<file path="src/rtl/alu_iter.sv">
`default_nettype none
// alu_iter: valid/ready ALU with single-cycle logic/arith/shift ops plus
// iterative shift-add multiply and restoring divide (one bit per cycle).
module alu_iter #(
  parameter int WIDTH = 8
) (
  input  logic             clk,
  input  logic             rst_n,
  input  logic [WIDTH-1:0] a,
  input  logic [WIDTH-1:0] b,
  input  logic [3:0]       mode,
  input  logic             in_valid,
  output logic             in_ready,
  output logic             out_valid,
  input  logic             out_ready,
  output logic [WIDTH-1:0] out_lo,
  output logic [WIDTH-1:0] out_hi,
  output logic [3:0]       flags
);

  localparam int CW = $clog2(WIDTH + 1);

  localparam logic [3:0] OP_NOT  = 4'd0;
  localparam logic [3:0] OP_OR   = 4'd1;
  localparam logic [3:0] OP_AND  = 4'd2;
  localparam logic [3:0] OP_XOR  = 4'd3;
  localparam logic [3:0] OP_ADD  = 4'd4;
  localparam logic [3:0] OP_SUB  = 4'd5;
  localparam logic [3:0] OP_SHL  = 4'd6;
  localparam logic [3:0] OP_LSHR = 4'd7;
  localparam logic [3:0] OP_ASHR = 4'd8;
  localparam logic [3:0] OP_MUL  = 4'd9;
  localparam logic [3:0] OP_DIV  = 4'd10;
  localparam logic [3:0] OP_CMP  = 4'd11;

  typedef enum logic [1:0] {
    IDLE = 2'd0,
    BUSY = 2'd1,
    DONE = 2'd2
  } state_t;

  state_t           state_q, state_d;
  logic [CW-1:0]    cnt_q, cnt_d;
  logic [WIDTH-1:0] a_q, a_d, b_q, b_d;
  logic [3:0]       mode_q, mode_d;
  logic [WIDTH-1:0] hi_q, hi_d, lo_q, lo_d;
  logic [WIDTH-1:0] out_lo_q, out_lo_d, out_hi_q, out_hi_d;
  logic [3:0]       flags_q, flags_d;

  logic [WIDTH:0]   add_w, sub_w;
  logic [WIDTH-1:0] s_lo, s_hi;
  logic             s_carry, s_div0, s_known, s_zero, s_neg;
  logic [3:0]       s_flags;

  // Single-cycle results are computed from the live inputs and land in the
  // output registers on the accept edge itself.
  always_comb begin
    add_w   = {1'b0, a} + {1'b0, b};
    sub_w   = {1'b0, a} - {1'b0, b};
    s_lo    = '0;
    s_hi    = '0;
    s_carry = 1'b0;
    s_div0  = 1'b0;
    s_known = 1'b1;
    case (mode)
      OP_NOT:  s_lo = ~a;
      OP_OR:   s_lo = a | b;
      OP_AND:  s_lo = a & b;
      OP_XOR:  s_lo = a ^ b;
      OP_ADD:  {s_carry, s_lo} = add_w;
      OP_SUB:  {s_carry, s_lo} = sub_w;
      OP_CMP: begin
        s_lo    = a;
        s_carry = sub_w[WIDTH];
      end
      OP_SHL: begin
        s_lo    = {a[WIDTH-2:0], 1'b0};
        s_carry = a[WIDTH-1];
      end
      OP_LSHR: begin
        s_lo    = {1'b0, a[WIDTH-1:1]};
        s_carry = a[0];
      end
      OP_ASHR: begin
        s_lo    = {a[WIDTH-1], a[WIDTH-1:1]};
        s_carry = a[0];
      end
      OP_DIV: begin
        s_lo   = '1;
        s_hi   = a;
        s_div0 = 1'b1;
      end
      default: s_known = 1'b0;
    endcase
    s_zero  = (mode == OP_CMP) ? (a == b) : (s_lo == '0);
    s_neg   = (mode == OP_CMP) ? sub_w[WIDTH-1] : s_lo[WIDTH-1];
    s_flags = s_known ? {s_div0, s_neg, s_zero, s_carry} : 4'b0000;
  end

  logic [WIDTH:0]   mul_sum, div_sh;
  logic [WIDTH-1:0] div_diff, it_lo, it_hi;
  logic             div_ge;

  // One iteration step. MUL: hi accumulates, lo holds the multiplier and
  // collects product bits. DIV: hi is the partial remainder, lo shifts the
  // dividend out and quotient bits in.
  always_comb begin
    mul_sum  = {1'b0, hi_q} + (lo_q[0] ? {1'b0, a_q} : '0);
    div_sh   = {hi_q, lo_q[WIDTH-1]};
    div_ge   = (div_sh >= {1'b0, b_q});
    div_diff = div_sh[WIDTH-1:0] - b_q;
    if (mode_q == OP_MUL) begin
      it_hi = mul_sum[WIDTH:1];
      it_lo = {mul_sum[0], lo_q[WIDTH-1:1]};
    end else begin
      it_hi = div_ge ? div_diff : div_sh[WIDTH-1:0];
      it_lo = {lo_q[WIDTH-2:0], div_ge};
    end
  end

  always_comb begin
    state_d  = state_q;
    cnt_d    = cnt_q;
    a_d      = a_q;
    b_d      = b_q;
    mode_d   = mode_q;
    hi_d     = hi_q;
    lo_d     = lo_q;
    out_lo_d = out_lo_q;
    out_hi_d = out_hi_q;
    flags_d  = flags_q;
    case (state_q)
      IDLE: begin
        if (in_valid) begin
          a_d    = a;
          b_d    = b;
          mode_d = mode;
          cnt_d  = '0;
          if (mode == OP_MUL) begin
            state_d = BUSY;
            hi_d    = '0;
            lo_d    = b;
          end else if (mode == OP_DIV && b != '0) begin
            state_d = BUSY;
            hi_d    = '0;
            lo_d    = a;
          end else begin
            state_d  = DONE;
            out_lo_d = s_lo;
            out_hi_d = s_hi;
            flags_d  = s_flags;
          end
        end
      end
      BUSY: begin
        cnt_d = cnt_q + CW'(1);
        hi_d  = it_hi;
        lo_d  = it_lo;
        if (cnt_q == CW'(WIDTH - 1)) begin
          state_d  = DONE;
          out_lo_d = it_lo;
          out_hi_d = it_hi;
          flags_d  = {1'b0, it_lo[WIDTH-1], (it_lo == '0),
                      (mode_q == OP_MUL) && (it_hi != '0)};
        end
      end
      DONE: begin
        if (out_ready) state_d = IDLE;
      end
      default: state_d = IDLE;
    endcase
  end

  always_ff @(posedge clk or negedge rst_n) begin
    if (!rst_n) begin
      state_q  <= IDLE;
      cnt_q    <= '0;
      a_q      <= '0;
      b_q      <= '0;
      mode_q   <= '0;
      hi_q     <= '0;
      lo_q     <= '0;
      out_lo_q <= '0;
      out_hi_q <= '0;
      flags_q  <= '0;
    end else begin
      state_q  <= state_d;
      cnt_q    <= cnt_d;
      a_q      <= a_d;
      b_q      <= b_d;
      mode_q   <= mode_d;
      hi_q     <= hi_d;
      lo_q     <= lo_d;
      out_lo_q <= out_lo_d;
      out_hi_q <= out_hi_d;
      flags_q  <= flags_d;
    end
  end

  assign in_ready  = (state_q == IDLE);
  assign out_valid = (state_q == DONE);
  assign out_lo    = out_lo_q;
  assign out_hi    = out_hi_q;
  assign flags     = flags_q;

endmodule
`default_nettype wire

</file>
<file path="config.mk">
export PLATFORM = sky130hd
export DESIGN_NAME = alu_iter
export DESIGN_NICKNAME = d
export VERILOG_FILES = /design/src/rtl/alu_iter.sv
export SDC_FILE = /design/constraint.sdc
export NUM_CORES = 1
export LEC_CHECK = 0
export CAP_MARGIN = 5
export CORE_MARGIN = 3
export CORE_UTILIZATION = 25
export CTS_CLUSTER_SIZE = 40
export DETAILED_ROUTE_END_ITERATION = 8
export PLACE_DENSITY = 0.39
export SETUP_SLACK_MARGIN = 0.02
export SLEW_MARGIN = 20
export SYNTH_ARGS = -nofsm -noshare
export SYNTH_HDL_FRONTEND = slang
export SYNTH_SLANG_ARGS = --single-unit
</file>
<file path="constraint.sdc">
create_clock -name clk -period 2.48 [get_ports clk]
set_clock_uncertainty 0.05 [all_clocks]
set_input_delay 0.496 -clock clk [delete_from_list [all_inputs] [get_ports clk]]
set_output_delay 0.496 -clock clk [all_outputs]
set_load 0.1 [all_outputs]
</file>
==> metrics.md, run 1 <==
| Metric | Value |
|---|---|
| CTS hold repair buffers | `0` |
| HPWL after DPL | `17.5 mm` |
| Vias in the first global route | `6059` |
| Initial core utilization | `25.9%` |
| # diodes | `0` |
| Clock Latency Late Sink | `0.33 ns` |
| Startpoint types | `register` |
| CTS Root Cell | `clkbuf_16` |
| Die Wd | `152 um` |
| Final hold violations | `0` |
| First-pass GRT wire length | `34.4 mm` |
| Most common cell in the netlist | `nand2_1` |
| Worst slew pin tran | `0.825 ns` |
| Worst EP required | `2.64 ns` |
| Total gr overflow | `0` |
| Worst VDD drop | `0.434 mV` |
| Cell taking the most area after synthesis | `dfrtp_1` |
| Status | `finished with violations` |
| Top Ports | `46` |
| Fin nets | `995` |
| FF+latch count, synth | `62` |
| Proportion of synthesized area in mux cells | `2.28%` |
| Pins Over Slew Limit | `0` |
| Fillers | `2133` |
| Clock sink count | `62` |
| DRC errors left | `0` |
| Post-synth EDFFs | `0` |
| Synth async-reset ratio | `100%` |
| Total Routed Length | `22.5 mm` |
| Compound-Gate Fraction of Synth Area | `27.8%` |
| Failing checks | `setup timing` |
| Setup ws final | `-0.205 ns` |
| Critical Path AT | `2.85 ns` |
| Top FF cell, synth | `dfrtp_1` |
| Period minus WS final | `2.68 ns` |
| Power per cell area | `963 nW/um2` |
| Synth cell count leaders | `nand2_1 (107), o21ai_0 (77), dfrtp_1 (62)` |
| WL per Instance | `18.8 um` |
| Initial antenna violation count | `0` |
| Critical path endpoint category | `register` |
| Setup Viol. Count Final | `13` |
| DR pass1 iterations | `4` |
| Pwr Total | `8.43 mW` |
| Multi-input logic area | `4180 um2` |
| Xor and xnor area share after synthesis | `1.15%` |
| Num rows | `52` |
| DR iter-0 viols | `297` |
| Leak | `4.00 nW` |
| Netlist cell types | `72` |
| CP Max Fanout | `4` |
| Post-synthesis sequential area ratio | `29.1%` |
| HP Class | `input port to async pin` |
| Fmax | `372 MHz` |
| Die span in y | `152 um` |
| Number of max-cap violations | `0` |
| WS Path Type | `register to register` |
| PortBufs | `45` |
| FF/Latch Area | `1550 um2` |
| CTS tree | `done` |
| Relative slew slack | `45.0%` |
| Main area contributors after synthesis | `dfrtp_1 (29%), ha_1 (9.6%), nand2_1 (7.5%)` |
| Tcrit/Tclk final | `108%` |
| Clock transition at the registers of the reported paths | `0.06 ns` |
| Synth Net Count | `754` |
| Layout cells sized above 1 | `42.9%` |
| Core ar. | `20600 um2` |
| Post-Route Setup TNS | `-1.08 ns` |
| RSZ-0062 raised after global routing | `yes` |
| Clock Tree Buf Depth | `2` |
| Total number of vias | `6070` |
| GR Util All Layers | `18.7%` |
| H-tree levels | `3` |
| Largest family of logic cells by synthesized area | `compound AO/OA/AOI/OAI gates` |
| Synth Area in Adders | `11.1%` |
| Final ANT Viol Nets | `0` |
| Syn. warnings | `0` |
| Synthesized area | `5330 um2` |
| Via density | `5.05` |
| Syn Area/Cell | `7.78 um2` |
| Syn-to-layout area delta | `64.2%` |
| Synth Area in Simple Gates | `22.6%` |
| Synthesized instance count | `685` |
| Die ar. | `23100 um2` |
| Final Wtd Congestion | `0.916` |
| CTS Buf Count | `9` |
| Pin count of the biggest net entering global routing | `46` |
| Synth top area share | `29.1%` |
-- logic make-up (layout without fill, tap and decap cells) --
logic type | after synthesis | in the layout
AO/OA/AOI/OAI | 229 | 229
XOR/XNOR | 7 | 7
adder cells (fa/ha/maj) | 45 | 45
buffers and inverters | 76 | 322
flip-flops | 62 | 62
multiplexers | 12 | 12
AND/OR/NAND/NOR | 254 | 254
-- timing repair --
| action | CTS | global route |
|---|---|---|
| hold endpoints to repair | 0 | 0 |
| pin swaps | 45 | 33 |
| buffers inserted | 13 | 16 |
| setup endpoints to repair | 37 | 35 |
| gates cloned | 0 | 1 |
| gates resized for setup | 118 | 96 |
-- final cells by class --
class | count | area share [%]
Sequential cell | 62 | 17.7
Timing Repair Buffer | 269 | 25.5
Inverter | 37 | 1.64
Clock buffer | 10 | 2.73
Multi-Input combinational cell | 547 | 47.7
Tap cell | 270 | 3.86
Clock inverter | 6 | 0.772
-- where the power goes --
group	total (mW)	switching, mW	internal, mW
clock network	1.30	0.495	0.810
registers	1.57	0.247	1.32
logic	5.56	3.02	2.54
total	8.43	3.76	4.67
-- cells in the final DEF (no fill, tap or decap), drive strengths merged, types with 5 or more instances in the layout --
cell type and n:
buf 248, nand2 107, o21ai 78, dfrtp 62, nor2 59, a21oi 48, ha 41, inv 37
nor3 17, nand3 14, clkbuf 12, mux2i 11, a21o 10, and2 10, a31oi 10, dlygate4sd2 9
nor2b 8, o21bai 8, nand2b 7, nor4 7, o31ai 7, a211oi 7, o211ai 6, or3 6
nand4 5, xnor2 5, o21a 5, dlymetal6s2s 5, o22ai 5
-- per-layer routing --
| metal | share of wire, % | wire length [um] | global-route usage, % |
|---|---|---|---|
| met1 | 44 | 10000 | 24.1 |
| met2 | 49 | 11000 | 31.8 |
| met3 | 3.2 | 717 | 2.08 |
| met4 | 3.5 | 791 | 8.13 |
| met5 | 0 | 0 | 0 |
-- path summary, 6_finish.rpt --
kind	from	endpoint	slack, ns	depth (start not counted)
worst max-delay path	hi_q[5]$_DFFE_PN0P_	flags[0]$_DFFE_PN0P_	-0.20	10
worst min-delay path	rst_n	hi_q[2]$_DFFE_PN0P_	0.07	1
worst max register to register	hi_q[5]$_DFFE_PN0P_	flags[0]$_DFFE_PN0P_	-0.20	10
worst min register to register	a_q[7]$_DFFE_PN0P_	a_q[7]$_DFFE_PN0P_	0.43	2
max in group asynchronous	rst_n	hi_q[0]$_DFFE_PN0P_	1.69	2
min in group clk	a_q[7]$_DFFE_PN0P_	a_q[7]$_DFFE_PN0P_	0.43	2
-- sequential cells by signal, indices dropped and copies added (netlist names) --
name and count:
a_q 8, b_q 8, cnt_q 4, flags 4, hi_q 8, lo_q 8
mode_q 4, out_hi 8, out_lo 8, state_q 2
-- metrics by stage --
step | instances | cell area (um2) | hold slack, ns | worst slack [ns] | util (%)
floorplan | 685 | 5380 | 0.150 | 0.000264 | -
global placement | 1155 | 7450 | 0.410 | -1.15 | 36.2
detailed placement | 1155 | 7450 | 0.421 | -1.10 | 36.2
CTS | 1184 | 8210 | 0.0752 | -0.191 | 39.9
global route | 1201 | 8750 | 0.0948 | -0.277 | 42.6
finish | 1201 | 8750 | 0.0700 | -0.205 | 42.6
-- worst max-delay path: stages (launching register included) --
cell and delay, ns:
dfrtp_1 0.44, ha_4 0.24, a21o_1 0.17, or3_4 0.35, o211ai_4 0.21, and2b_2 0.26, buf_12 0.12, nor3_2 0.03
a311oi_2 0.27, nand3b_1 0.12, o31a_1 0.31
Power figures use the tool's default switching activity.
==> run 2: changes to the inputs <==
Settings changed: CORE_ASPECT_RATIO set to 1.2.
==> run 2 against run 1 <==
  * The run still ends with setup timing left
  * Clock power is 10% lower
  * Register-to-register slack better by 0.04 ns
  * Largest power group unchanged
  * Global-route usage grew 0.47 points
  * Wire length rose by 0.92%
  * Critical path type unchanged
  * Sequential share of layout area up 0.36 points
  * Count of clock-buffer cells in the layout is 1 higher
  * Via count is 1.4% lower
  * Cell count fell by 1.1%
  * Worst hold slack improved by 0.053 ns
  * Critical path depth rose by 1
==> metrics.md, run 2 (synthesized netlist as in run 1, its figures left out) <==
| Metric | Value |
|---|---|
| Placed cells | `1143` |
| Die ar. | `23100 um2` |
| Peak per-stage delay on the critical path | `0.45 ns` |
| Layout cells sized above 1 | `41.8%` |
| Top Ports | `46` |
| Num rows | `57` |
| Final Wtd Congestion | `0.924` |
| Vias in the first global route | `6267` |
| # diodes | `0` |
| Multi-input logic area | `4160 um2` |
| PortBufs | `45` |
| CP max stage cell | `dfrtp_2` |
| Commonest non-fill, non-tap cells in the layout | `buf_4 (217), nand2_1 (102), o21ai_0 (67), dfrtp_1 (60), nor2_1 (56)` |
| RSZ-0062 raised after global routing | `yes` |
| Critical Path AT | `2.86 ns` |
| CTS Root Cell | `clkbuf_16` |
| Initial core utilization | `25.9%` |
| Worst VDD drop | `0.671 mV` |
| Clock transition at the registers of the reported paths | `0.06 ns` |
| Final Non-Filler Cells | `1188` |
| Number of max-cap violations | `0` |
| Final hold violations | `0` |
| Die span in y | `166 um` |
| Pin count of the biggest net entering global routing | `63` |
| Clock sink count | `62` |
| Via density | `5.04` |
| Hold_ws | `0.123 ns` |
| Leak | `3.91 nW` |
| WL per Instance | `19.1 um` |
| Setup ws final | `-0.166 ns` |
| HPWL after DPL | `17.5 mm` |
| HP Class | `input port to async pin` |
| Initial antenna violation count | `0` |
| Clock Latency Late Sink | `0.33 ns` |
| FF/Latch Area | `1550 um2` |
| Startpoint types | `register` |
| Total number of vias | `5983` |
| Pins Over Slew Limit | `0` |
| Status | `finished with violations` |
| Power per cell area | `942 nW/um2` |
| CP Max Fanout | `5` |
| GR Util All Layers | `19.2%` |
| Total gr overflow | `0` |
| CP Launch Point | `hi_q[5]$_DFFE_PN0P_` |
| Setup Viol. Count Final | `5` |
| CTS hold repair buffers | `0` |
| DR iter-0 viols | `257` |
| WS Path Type | `register to register` |
| Total Routed Length | `22.7 mm` |
| Post-Place Worst Slack | `-0.931 ns` |
| Buffers and inverters on the worst path | `2` |
| CTS Buf Count | `9` |
| Fin nets | `987` |
| Final ANT Viol Nets | `0` |
| Syn-to-layout area delta | `61.1%` |
| Fmax | `378 MHz` |
| CTS tree | `done` |
| H-tree levels | `3` |
| Core ar. | `20600 um2` |
| R2r startpoint | `hi_q[5]$_DFFE_PN0P_` |
| Period minus WS final | `2.65 ns` |
| DR pass1 iterations | `5` |
| Critical path endpoint category | `register` |
| DRC errors left | `0` |
| Worst slew pin tran | `0.838 ns` |
| Failing checks | `setup timing` |
| Die Wd | `139 um` |
| Critical path, cell by cell | `ha_4, a21o_1, or3_4, o211ai_4, and2b_4, buf_6, a21oi_2, a22o_1, buf_4, o2bb2a_4, o21ai_2` |
| Worst EP required | `2.70 ns` |
| Tcrit/Tclk final | `107%` |
| First-pass GRT wire length | `35.3 mm` |
| Critical path's top delay family | `compound AO/OA/AOI/OAI gates` |
| Clock Tree Buf Depth | `2` |
| Fillers | `2128` |
| Relative slew slack | `44.2%` |
| Commonest non-fill, non-tap cell in the layout | `buf_4` |
-- run 2: changes by cell type in the layout (fill, tap and decap cells not counted), sizes merged --
cell	previous run	this run
clkdlybuf4s15	2	0
bufinv	1	0
buf	248	241
clkinvlp	3	4
inv	37	34
dlymetal6s2s	5	4
clkinv	2	4
clkdlybuf4s50	3	2
dlygate4sd2	9	13
-- run 2: final cells by class --
type / instances / area share, %
tap: 265 / 3.86
clock inverter: 5 / 0.408
timing repair buffer: 261 / 24.6
multi-input combinational: 547 / 48.5
clock buffer: 11 / 2.71
sequential: 62 / 18.1
inverter: 37 / 1.78
-- run 2: power breakdown --
| part | switching (mW) | leakage [nW] | internal [mW] | total [mW] |
|---|---|---|---|---|
| clock network | 0.487 | 0.130 | 0.679 | 1.17 |
| logic | 2.94 | 3.01 | 2.41 | 5.35 |
| registers | 0.247 | 0.770 | 1.32 | 1.57 |
-- run 2: metal layers --
metal	GRT usage [%]	wire length, um	vias to the layer above
met5	0	0	-
met4	6.55	659	0
met3	1.64	547	40
met2	35.0	12000	134
met1	23.6	9540	2882
li1	-	-	2927
-- run 2: path summary, 6_finish.rpt --
kind,endpoint,slack (ns),cells past startpoint
min in group clk,a_q[6]$_DFFE_PN0P_,0.42,2
hold / removal,b_q[5]$_DFFE_PN0P_,0.12,2
setup reg to reg,out_hi[4]$_DFFE_PN0P_,-0.17,11
hold reg to reg,a_q[6]$_DFFE_PN0P_,0.42,2
max in group asynchronous,hi_q[5]$_DFFE_PN0P_,1.94,2
setup / recovery,out_hi[4]$_DFFE_PN0P_,-0.17,11
-- run 2: repair_timing --
item | in CTS | in global routing
resized for setup | 123 | 72
pin swaps | 44 | 28
setup endpoints to repair | 35 | 27
setup buffers | 18 | 13
-- run 2: stage by stage --
stage / util [%] / total power [mW] / area [um2] / setup TNS (ns)
floorplan: - / 4.11 / 5380 / 0
global placement: 35.9 / 5.92 / 7390 / -16.42
detailed placement: 35.9 / 5.94 / 7390 / -17.08
CTS: 39.6 / 7.50 / 8170 / -0.976
global route: 41.6 / 8.57 / 8580 / -1.41
finish: 41.6 / 8.09 / 8580 / -0.424
